`src/rtl/spi_pkg.sv`:
```
// Shared types and constant helpers for the multi-chip-select SPI master.
package spi_pkg;

  typedef enum logic [2:0] {
    ST_IDLE,
    ST_CS_SETUP,
    ST_SHIFT,
    ST_WAIT_WORD,
    ST_CS_HOLD,
    ST_CS_GAP
  } state_e;

  function automatic bit cpol_of(input int mode);
    return bit'((mode >> 1) & 1);
  endfunction

  function automatic bit cpha_of(input int mode);
    return bit'(mode & 1);
  endfunction

  function automatic int cnt_width(input int max_words);
    return $clog2(max_words + 1);
  endfunction

  function automatic int sel_width(input int num_cs);
    return (num_cs > 1) ? $clog2(num_cs) : 1;
  endfunction

endpackage

```
`src/rtl/spi_word_shifter.sv`:
```
// Bit-level SPI engine: half-bit timing, SCLK edges and TX/RX shift registers for one word.
module spi_word_shifter #(
  parameter bit CPOL              = 1'b0,
  parameter bit CPHA              = 1'b0,
  parameter int CLKS_PER_HALF_BIT = 2,
  parameter int WORD_WIDTH        = 8,
  parameter bit LSB_FIRST         = 1'b0
) (
  input  logic                  clk,
  input  logic                  srst,
  input  logic                  load_i,
  input  logic [WORD_WIDTH-1:0] tx_word_i,
  input  logic                  start_i,
  input  logic                  miso_i,
  output logic                  busy_o,
  output logic                  done_o,
  output logic [WORD_WIDTH-1:0] rx_word_o,
  output logic                  sclk_o,
  output logic                  mosi_o
);

  localparam int HW = $clog2(CLKS_PER_HALF_BIT);
  localparam int EW = $clog2(2 * WORD_WIDTH);

  logic                  busy_q;
  logic [HW-1:0]         hcnt_q;
  logic [EW-1:0]         ecnt_q;
  logic [WORD_WIDTH-1:0] tx_q;
  logic [WORD_WIDTH-1:0] rx_q;
  logic                  sclk_q;
  logic                  mosi_q;

  logic                  edge_now;
  logic                  leading;
  logic                  sample_now;
  logic                  update_now;
  logic                  last_edge;
  logic [WORD_WIDTH-1:0] rx_shift;

  assign edge_now   = busy_q && (hcnt_q == HW'(CLKS_PER_HALF_BIT - 1));
  assign leading    = ~ecnt_q[0];
  assign last_edge  = edge_now && (ecnt_q == EW'(2 * WORD_WIDTH - 1));
  assign sample_now = edge_now && (leading ^ CPHA);
  // First bit is already on MOSI from load, so the edge that would present bit 0 is skipped.
  assign update_now = edge_now && (CPHA ? (leading && (ecnt_q != '0))
                                        : (!leading && !last_edge));
  assign rx_shift   = LSB_FIRST ? {miso_i, rx_q[WORD_WIDTH-1:1]}
                                : {rx_q[WORD_WIDTH-2:0], miso_i};

  always_ff @(posedge clk) begin
    if (srst) begin
      busy_q <= 1'b0;
      hcnt_q <= '0;
      ecnt_q <= '0;
      tx_q   <= '0;
      rx_q   <= '0;
      sclk_q <= CPOL;
      mosi_q <= 1'b0;
    end else begin
      if (load_i) begin
        tx_q   <= tx_word_i;
        mosi_q <= LSB_FIRST ? tx_word_i[0] : tx_word_i[WORD_WIDTH-1];
      end
      if (start_i) begin
        busy_q <= 1'b1;
        hcnt_q <= '0;
        ecnt_q <= '0;
        rx_q   <= '0;
      end else if (busy_q) begin
        if (edge_now) begin
          hcnt_q <= '0;
          sclk_q <= ~sclk_q;
          ecnt_q <= ecnt_q + EW'(1);
          if (sample_now) rx_q <= rx_shift;
          if (update_now) begin
            tx_q   <= LSB_FIRST ? (tx_q >> 1) : (tx_q << 1);
            mosi_q <= LSB_FIRST ? tx_q[1] : tx_q[WORD_WIDTH-2];
          end
          if (last_edge) busy_q <= 1'b0;
        end else begin
          hcnt_q <= hcnt_q + HW'(1);
        end
      end
    end
  end

  assign busy_o    = busy_q;
  assign done_o    = last_edge;
  assign rx_word_o = sample_now ? rx_shift : rx_q;
  assign sclk_o    = sclk_q;
  assign mosi_o    = mosi_q;

endmodule

```
`src/rtl/spi_master_multi_cs.sv`:
```
// SPI master with multi-word bursts, selectable chip select and CS setup/hold/gap timing.
module spi_master_multi_cs
  import spi_pkg::*;
#(
  parameter int SPI_MODE          = 0,
  parameter int CLKS_PER_HALF_BIT = 2,
  parameter int WORD_WIDTH        = 8,
  parameter int LSB_FIRST         = 0,
  parameter int NUM_CS            = 2,
  parameter int MAX_WORDS         = 4,
  parameter int CS_INACTIVE_CLKS  = 2,
  localparam int CW               = cnt_width(MAX_WORDS),
  localparam int SW               = sel_width(NUM_CS)
) (
  input  logic                  i_Clk,
  input  logic                  i_Rst,
  input  logic [CW-1:0]         i_TX_Count,
  input  logic [SW-1:0]         i_CS_Sel,
  input  logic [WORD_WIDTH-1:0] i_TX_Word,
  input  logic                  i_TX_DV,
  output logic                  o_TX_Ready,
  output logic                  o_RX_DV,
  output logic [WORD_WIDTH-1:0] o_RX_Word,
  output logic [CW-1:0]         o_RX_Count,
  output logic                  o_SPI_Clk,
  input  logic                  i_SPI_MISO,
  output logic                  o_SPI_MOSI,
  output logic [NUM_CS-1:0]     o_SPI_CS_n
);

  localparam int MAXT = (CLKS_PER_HALF_BIT > CS_INACTIVE_CLKS) ? CLKS_PER_HALF_BIT
                                                               : CS_INACTIVE_CLKS;
  localparam int TW   = $clog2(MAXT + 1);

  state_e                state_q;
  logic                  ready_q;
  logic                  rx_dv_q;
  logic [WORD_WIDTH-1:0] rx_word_q;
  logic [CW-1:0]         rx_count_q;
  logic [NUM_CS-1:0]     cs_n_q;
  logic [CW-1:0]         total_q;
  logic [CW-1:0]         idx_q;
  logic [TW-1:0]         cnt_q;

  logic                  accept;
  logic                  sh_start;
  logic                  sh_busy;
  logic                  sh_done;
  logic [WORD_WIDTH-1:0] sh_rx_word;
  logic [NUM_CS-1:0]     cs_dec_n;

  // An out-of-range select leaves every line high while the burst still runs.
  genvar gi;
  generate
    for (gi = 0; gi < NUM_CS; gi++) begin : g_cs_dec
      assign cs_dec_n[gi] = (i_CS_Sel != SW'(gi));
    end
  endgenerate

  assign accept   = i_TX_DV && ready_q;
  assign sh_start = (state_q == ST_CS_SETUP) && (cnt_q == TW'(CLKS_PER_HALF_BIT - 1)) && !sh_busy;

  spi_word_shifter #(
    .CPOL             (cpol_of(SPI_MODE)),
    .CPHA             (cpha_of(SPI_MODE)),
    .CLKS_PER_HALF_BIT(CLKS_PER_HALF_BIT),
    .WORD_WIDTH       (WORD_WIDTH),
    .LSB_FIRST        (LSB_FIRST != 0)
  ) u_shifter (
    .clk      (i_Clk),
    .srst     (i_Rst),
    .load_i   (accept),
    .tx_word_i(i_TX_Word),
    .start_i  (sh_start),
    .miso_i   (i_SPI_MISO),
    .busy_o   (sh_busy),
    .done_o   (sh_done),
    .rx_word_o(sh_rx_word),
    .sclk_o   (o_SPI_Clk),
    .mosi_o   (o_SPI_MOSI)
  );

  always_ff @(posedge i_Clk) begin
    if (i_Rst) begin
      state_q    <= ST_IDLE;
      ready_q    <= 1'b1;
      rx_dv_q    <= 1'b0;
      rx_word_q  <= '0;
      rx_count_q <= '0;
      cs_n_q     <= '1;
      total_q    <= CW'(1);
      idx_q      <= '0;
      cnt_q      <= '0;
    end else begin
      rx_dv_q <= 1'b0;
      case (state_q)
        ST_IDLE: begin
          if (accept) begin
            total_q <= (i_TX_Count == '0) ? CW'(1) : i_TX_Count;
            idx_q   <= '0;
            cs_n_q  <= cs_dec_n;
            ready_q <= 1'b0;
            cnt_q   <= '0;
            state_q <= ST_CS_SETUP;
          end
        end
        ST_CS_SETUP: begin
          if (cnt_q == TW'(CLKS_PER_HALF_BIT - 1)) begin
            cnt_q   <= '0;
            state_q <= ST_SHIFT;
          end else begin
            cnt_q <= cnt_q + TW'(1);
          end
        end
        ST_SHIFT: begin
          if (sh_done) begin
            rx_dv_q    <= 1'b1;
            rx_word_q  <= sh_rx_word;
            rx_count_q <= idx_q;
            idx_q      <= idx_q + CW'(1);
            if ((idx_q + CW'(1)) < total_q) begin
              ready_q <= 1'b1;
              state_q <= ST_WAIT_WORD;
            end else begin
              cnt_q   <= '0;
              state_q <= ST_CS_HOLD;
            end
          end
        end
        ST_WAIT_WORD: begin
          if (accept) begin
            ready_q <= 1'b0;
            cnt_q   <= '0;
            state_q <= ST_CS_SETUP;
          end
        end
        ST_CS_HOLD: begin
          if (cnt_q == TW'(CLKS_PER_HALF_BIT - 1)) begin
            cs_n_q  <= '1;
            cnt_q   <= '0;
            state_q <= ST_CS_GAP;
          end else begin
            cnt_q <= cnt_q + TW'(1);
          end
        end
        ST_CS_GAP: begin
          if (cnt_q == TW'(CS_INACTIVE_CLKS - 1)) begin
            ready_q <= 1'b1;
            state_q <= ST_IDLE;
          end else begin
            cnt_q <= cnt_q + TW'(1);
          end
        end
        default: state_q <= ST_IDLE;
      endcase
    end
  end

  assign o_TX_Ready = ready_q;
  assign o_RX_DV    = rx_dv_q;
  assign o_RX_Word  = rx_word_q;
  assign o_RX_Count = rx_count_q;
  assign o_SPI_CS_n = cs_n_q;

endmodule
```
`config.mk`:
```
export PLATFORM = sky130hd
export DESIGN_NAME = spi_master_multi_cs
export DESIGN_NICKNAME = d
export VERILOG_FILES = /design/src/rtl/spi_pkg.sv /design/src/rtl/spi_word_shifter.sv /design/src/rtl/spi_master_multi_cs.sv
export SDC_FILE = /design/constraint.sdc
export NUM_CORES = 1
export LEC_CHECK = 0
export CORE_MARGIN = 4
export CORE_UTILIZATION = 40
export DETAILED_ROUTE_END_ITERATION = 12
export GPL_TIMING_DRIVEN = 0
export PLACE_DENSITY = 0.74
export SLEW_MARGIN = 20
export SYNTH_ARGS = -nofsm -noshare
export SYNTH_HDL_FRONTEND = slang
export SYNTH_SLANG_ARGS = --single-unit
export TNS_END_PERCENT = 30
```
`constraint.sdc`:
```
create_clock -name i_Clk -period 1.9 [get_ports i_Clk]
set_input_delay 0.38 -clock i_Clk [delete_from_list [all_inputs] [get_ports i_Clk]]
set_output_delay 0.38 -clock i_Clk [all_outputs]
set_load 0.02 [all_outputs]
```
==> impl_summary.md <==
Timing
The number of max-slew violations in the final report is 0. The worst pin sits at a relative slew slack of a little over 60%. Static timing analysis puts the maximum clock frequency at between 500 and 600 MHz. The post-route clock period utilization is ~98%. The count of final setup violators is 0. The sum of negative setup slack is 0 ns. The worst setup skew after layout is ~0.0094 ns. The actual transition at the worst max-transition pin is approximately 0.57 ns.

Setup repair after global routing could not meet its margin everywhere. The number of hold violations in the final report is 0. The time the worst path needs with I/O delays and setup is 1.853 ns.

Clock network
The number of buffers created by CTS is 5. The deepest clock path buffer count is 2. The register clock-pin slew on the reported worst setup and hold paths is ~0.09 ns. The sink count of the clock tree is just under 50.

The number of H-tree levels is 2. The clock insertion delay at the later pin of the skew report is about 0.31 ns. CTS placed an instance of sky130_fd_sc_hd__clkbuf_8 at the clock tree root.

The TritonCTS clock tree is done.

Yosys
By area the synthesized netlist is led by sky130_fd_sc_hd__dfxtp_1, sky130_fd_sc_hd__nor2_1, sky130_fd_sc_hd__mux2i_1, sky130_fd_sc_hd__a211oi_2, sky130_fd_sc_hd__nand2_1. The Yosys step of the flow raised 0 warnings. Counting every net in the synthesized netlist gives between 200 and 300. The combined area of all synthesized cells is roughly 2200 um2. By area, the combinational part of the netlist is dominated by simple AND/OR/NAND/NOR gates. After Yosys synthesis, full adders, half adders and majority gates account for 3.367% of the synthesized area. Synthesis handed over a netlist of 250 instances. The fraction of registers with async set/reset is 0%. The distinct cell type count of the synthesized netlist is 45. For this run, the leading register cell type out of synthesis is sky130_fd_sc_hd__dfxtp_1. The fraction of the mapped netlist area in compound gates is approximately a fifth. The synthesized area per cell is approximately 9 um2. Of the post-synthesis cell area, the part taken by muxes is ~5.4%. Summing the sequential cell areas from Yosys gives between 40% and 50% of the chip area. The synthesized design contains 0 enable-type register cells. Of the post-synthesis cell area, the dominant cell type holds 44.00%.

The most area-hungry cell type in the Yosys netlist is sky130_fd_sc_hd__dfxtp_1. The synthesized flop and latch total is 49. The area share of xor/xnor cells in the synthesized design is under 10%. The synthesized-area fraction occupied by and/or/nand/nor cells is 20.59%.

Power and ir drop
The analysis attributes to cell leakage a power of around 1.1 nW. Across the VDD grid, the largest voltage drop is ~0.00058 V. The completed layout was analyzed and its total power is around 2.8 mW. Dividing total power by cell area gives a power density of roughly 1000 nW/um2.

Worst hold path
The number of cells on the worst hold path is 3. The hold path startpoint is i_TX_DV. For hold timing, the worst endpoint is u_shifter.tx_q[1]. The worst hold path belongs to the class primary input to flip-flop.

Final layout
Leaving out fill and tap cells, the most frequent cell in the layout is sky130_fd_sc_hd__dfxtp_1. The top cell types in the final layout, fill and taps aside, are sky130_fd_sc_hd__dfxtp_1, sky130_fd_sc_hd__nor2_1, sky130_fd_sc_hd__clkdlybuf4s50_1. The share of post-route cells with drive strength above 1 is 17.06%. The synthesis-to-layout area growth is 26.82%. The number of antenna diodes in the final layout is 0. The count of nets after finishing is around 310. The number of filler instances in the final layout is about 500.

Drt
Detailed routing inserted a total of ~1900 vias. In the detailed route, the total length drawn on met3 is approximately 220 um. The count of nets left with antenna violations once routing finished came out at 0. The uppermost metal layer occupied by signal nets is met4.

The routed wire length per instance is approximately 13 um. Wire segments on met2 add up to approximately 2.1 mm in the final route. The number of detailed-route iterations in the first pass is 4.

The detailed-route wire length is between 4 and 5 mm. The detailed router finished its first iteration with 100 violations. The ratio of routed vias to standard cells is about 5.1.

The sum of routed wire segments on met1 is 2.364 mm. In the routed design, unresolved DRC markers number 0.

Setup path
STA classifies the critical path startpoint as a flip-flop. The worst setup path is of the flip-flop to flip-flop kind. In this run the critical register-to-register path is captured at o_TX_Ready. The worst path required time is 2.08 ns. The worst register-to-register path begins at idx_q[0]. Along the worst path, the maximum fanout reaches 4. The endpoint arrival time on the critical path is 2.04 ns.

For the worst flop-to-flop path, the logic depth is 8. For flop-to-flop paths, the worst setup slack is around 0.047 ns. The critical path endpoint category is a flip-flop.

GRT
The number of antenna violations at the first check in global routing is 0. The number of global-route vias before repair is roughly 1800. The largest net degree at the start of global routing is 17. The wire length of the first global-routing pass is approximately 8.1 mm. The overflow left after global routing is 0. The global routing usage summed across all routing layers is 15.31%.

Die
The die extent in x is between 80 and 90 um. Pin placement for this block handled 33 I/O pins. The initial utilization of the core area, before any placement, comes to 42.31%. The die area is between 6000 and 7000 um2. Row generation in the floorplan step produced 26 rows.

The total area inside the core boundary comes to between 5000 and 6000 um2. The overall die height is 82.66 um.

Placement
The half-perimeter wire length after placement is 3.292 mm. The last weighted congestion value of the routability-driven placer is 0.8319. During placement, the flow inserted port buffers numbering 31.

Run status
The run finished with clean final reports.

Run
Across the run, the number of max-cap violations was 0.
-- cell usage after synthesis, types with 3 or more instances --
master                     number
sky130_fd_sc_hd__a311oi_1       7
sky130_fd_sc_hd__nand2_1       25
sky130_fd_sc_hd__ha_1           6
sky130_fd_sc_hd__o21ai_0        4
sky130_fd_sc_hd__nand3_1       11
sky130_fd_sc_hd__nor2b_1        4
sky130_fd_sc_hd__inv_1          7
sky130_fd_sc_hd__nor3_1         4
sky130_fd_sc_hd__dfxtp_1       49
sky130_fd_sc_hd__clkbuf_1       8
sky130_fd_sc_hd__mux2i_1       12
sky130_fd_sc_hd__buf_2          6
sky130_fd_sc_hd__a211oi_2       8
sky130_fd_sc_hd__or2_2          3
sky130_fd_sc_hd__xor2_1         4
sky130_fd_sc_hd__nor2_1        39
sky130_fd_sc_hd__a21oi_1       16
sky130_fd_sc_hd__buf_4          3
-- routing by layer --
layer  vias up  track usage, %
li1        953               -
met1       870           21.39
met2        40           22.92
met3         6           3.362
met4         0           5.882
met5         -               0
-- logic make-up (layout without fill, tap and decap cells) --
group | after synthesis | in the layout
AOI/OAI and AO/OA | 54 | 54
xor gates and xnor gates | 5 | 5
adders and majority gates | 6 | 6
buffers and inverters | 25 | 68
DFF | 49 | 49
muxes | 12 | 12
and+or+nand+nor | 99 | 99
-- timing repair --
item / in CTS / in global routing
hold buffers: 0 / 0
endpoints found under the setup margin: 3 / 23
resized for setup: 4 / 15
buffers inserted: 0 / 4
pin swaps: 0 / 8
-- registers in the layout, summed over array words and instances, names as in the netlist --
register	cells
cnt_q	2
idx_q	3
o_RX_Count	3
o_RX_DV	1
o_RX_Word	8
o_SPI_CS_n	2
o_TX_Ready	1
state_q	3
total_q	3
u_shifter.busy_o	1
u_shifter.ecnt_q	4
u_shifter.hcnt_q	1
u_shifter.mosi_o	1
u_shifter.rx_q	8
u_shifter.sclk_o	1
u_shifter.tx_q	7
-- layout make-up --
| class | count | area, um2 | area share (%) |
|---|---|---|---|
| repair buffers | 35 | 340.3 | 12.04 |
| multi-input cells | 176 | 1164 | 41.15 |
| plain buffers | 18 | 105.1 | 3.717 |
| well taps | 70 | 87.58 | 3.097 |
| flip-flops and latches | 49 | 989.7 | 35.00 |
| clock buffers | 5 | 68.82 | 2.434 |
| clock inverters | 3 | 46.29 | 1.637 |
| inverters | 7 | 26.28 | 0.9292 |
-- how the worst max path moves through the flow --
stage,from,to,slack (ns),cells after the start
floorplan,idx_q[0],o_TX_Ready,0.10,8
global placement,i_Rst,idx_q[2],-0.25,4
detailed placement,i_Rst,idx_q[2],-0.28,4
CTS,idx_q[0],cnt_q[1],0.0007,8
global route,idx_q[0],o_TX_Ready,-0.07,8
finish,idx_q[0],o_TX_Ready,0.05,8
-- stage by stage --
stage          utilization [%]  std cells  area (um2)  setup slack [ns]  hold WS (ns)
6_report                 53.66        363        2828           0.04672        0.4542
4_1_cts                  52.35        359        2759         0.0007221        0.4513
3_5_place_dp             49.86        351        2628           -0.2772        0.4527
2_1_floorplan                -        250        2230            0.1007        0.4331
5_1_grt                  53.66        363        2828          -0.06920        0.4762
3_3_place_gp             49.86        351        2628           -0.2498        0.4461
-- worst max-delay path, cell delays in order, from the launching register on --
cell	delay, ns
sky130_fd_sc_hd__dfxtp_4	0.38
sky130_fd_sc_hd__ha_4	0.16
sky130_fd_sc_hd__xor2_1	0.14
sky130_fd_sc_hd__ha_1	0.31
sky130_fd_sc_hd__nand2_1	0.09
sky130_fd_sc_hd__o21ai_4	0.20
sky130_fd_sc_hd__o21bai_1	0.12
sky130_fd_sc_hd__a211oi_1	0.25
sky130_fd_sc_hd__a31oi_1	0.07
-- power breakdown --
part           internal (mW)  switching, mW  total, mW
Clock                  0.394          0.361      0.755
Sequential              1.12         0.0665       1.19
Combinational          0.372          0.491      0.863
(Power assumes the default switching activity.)
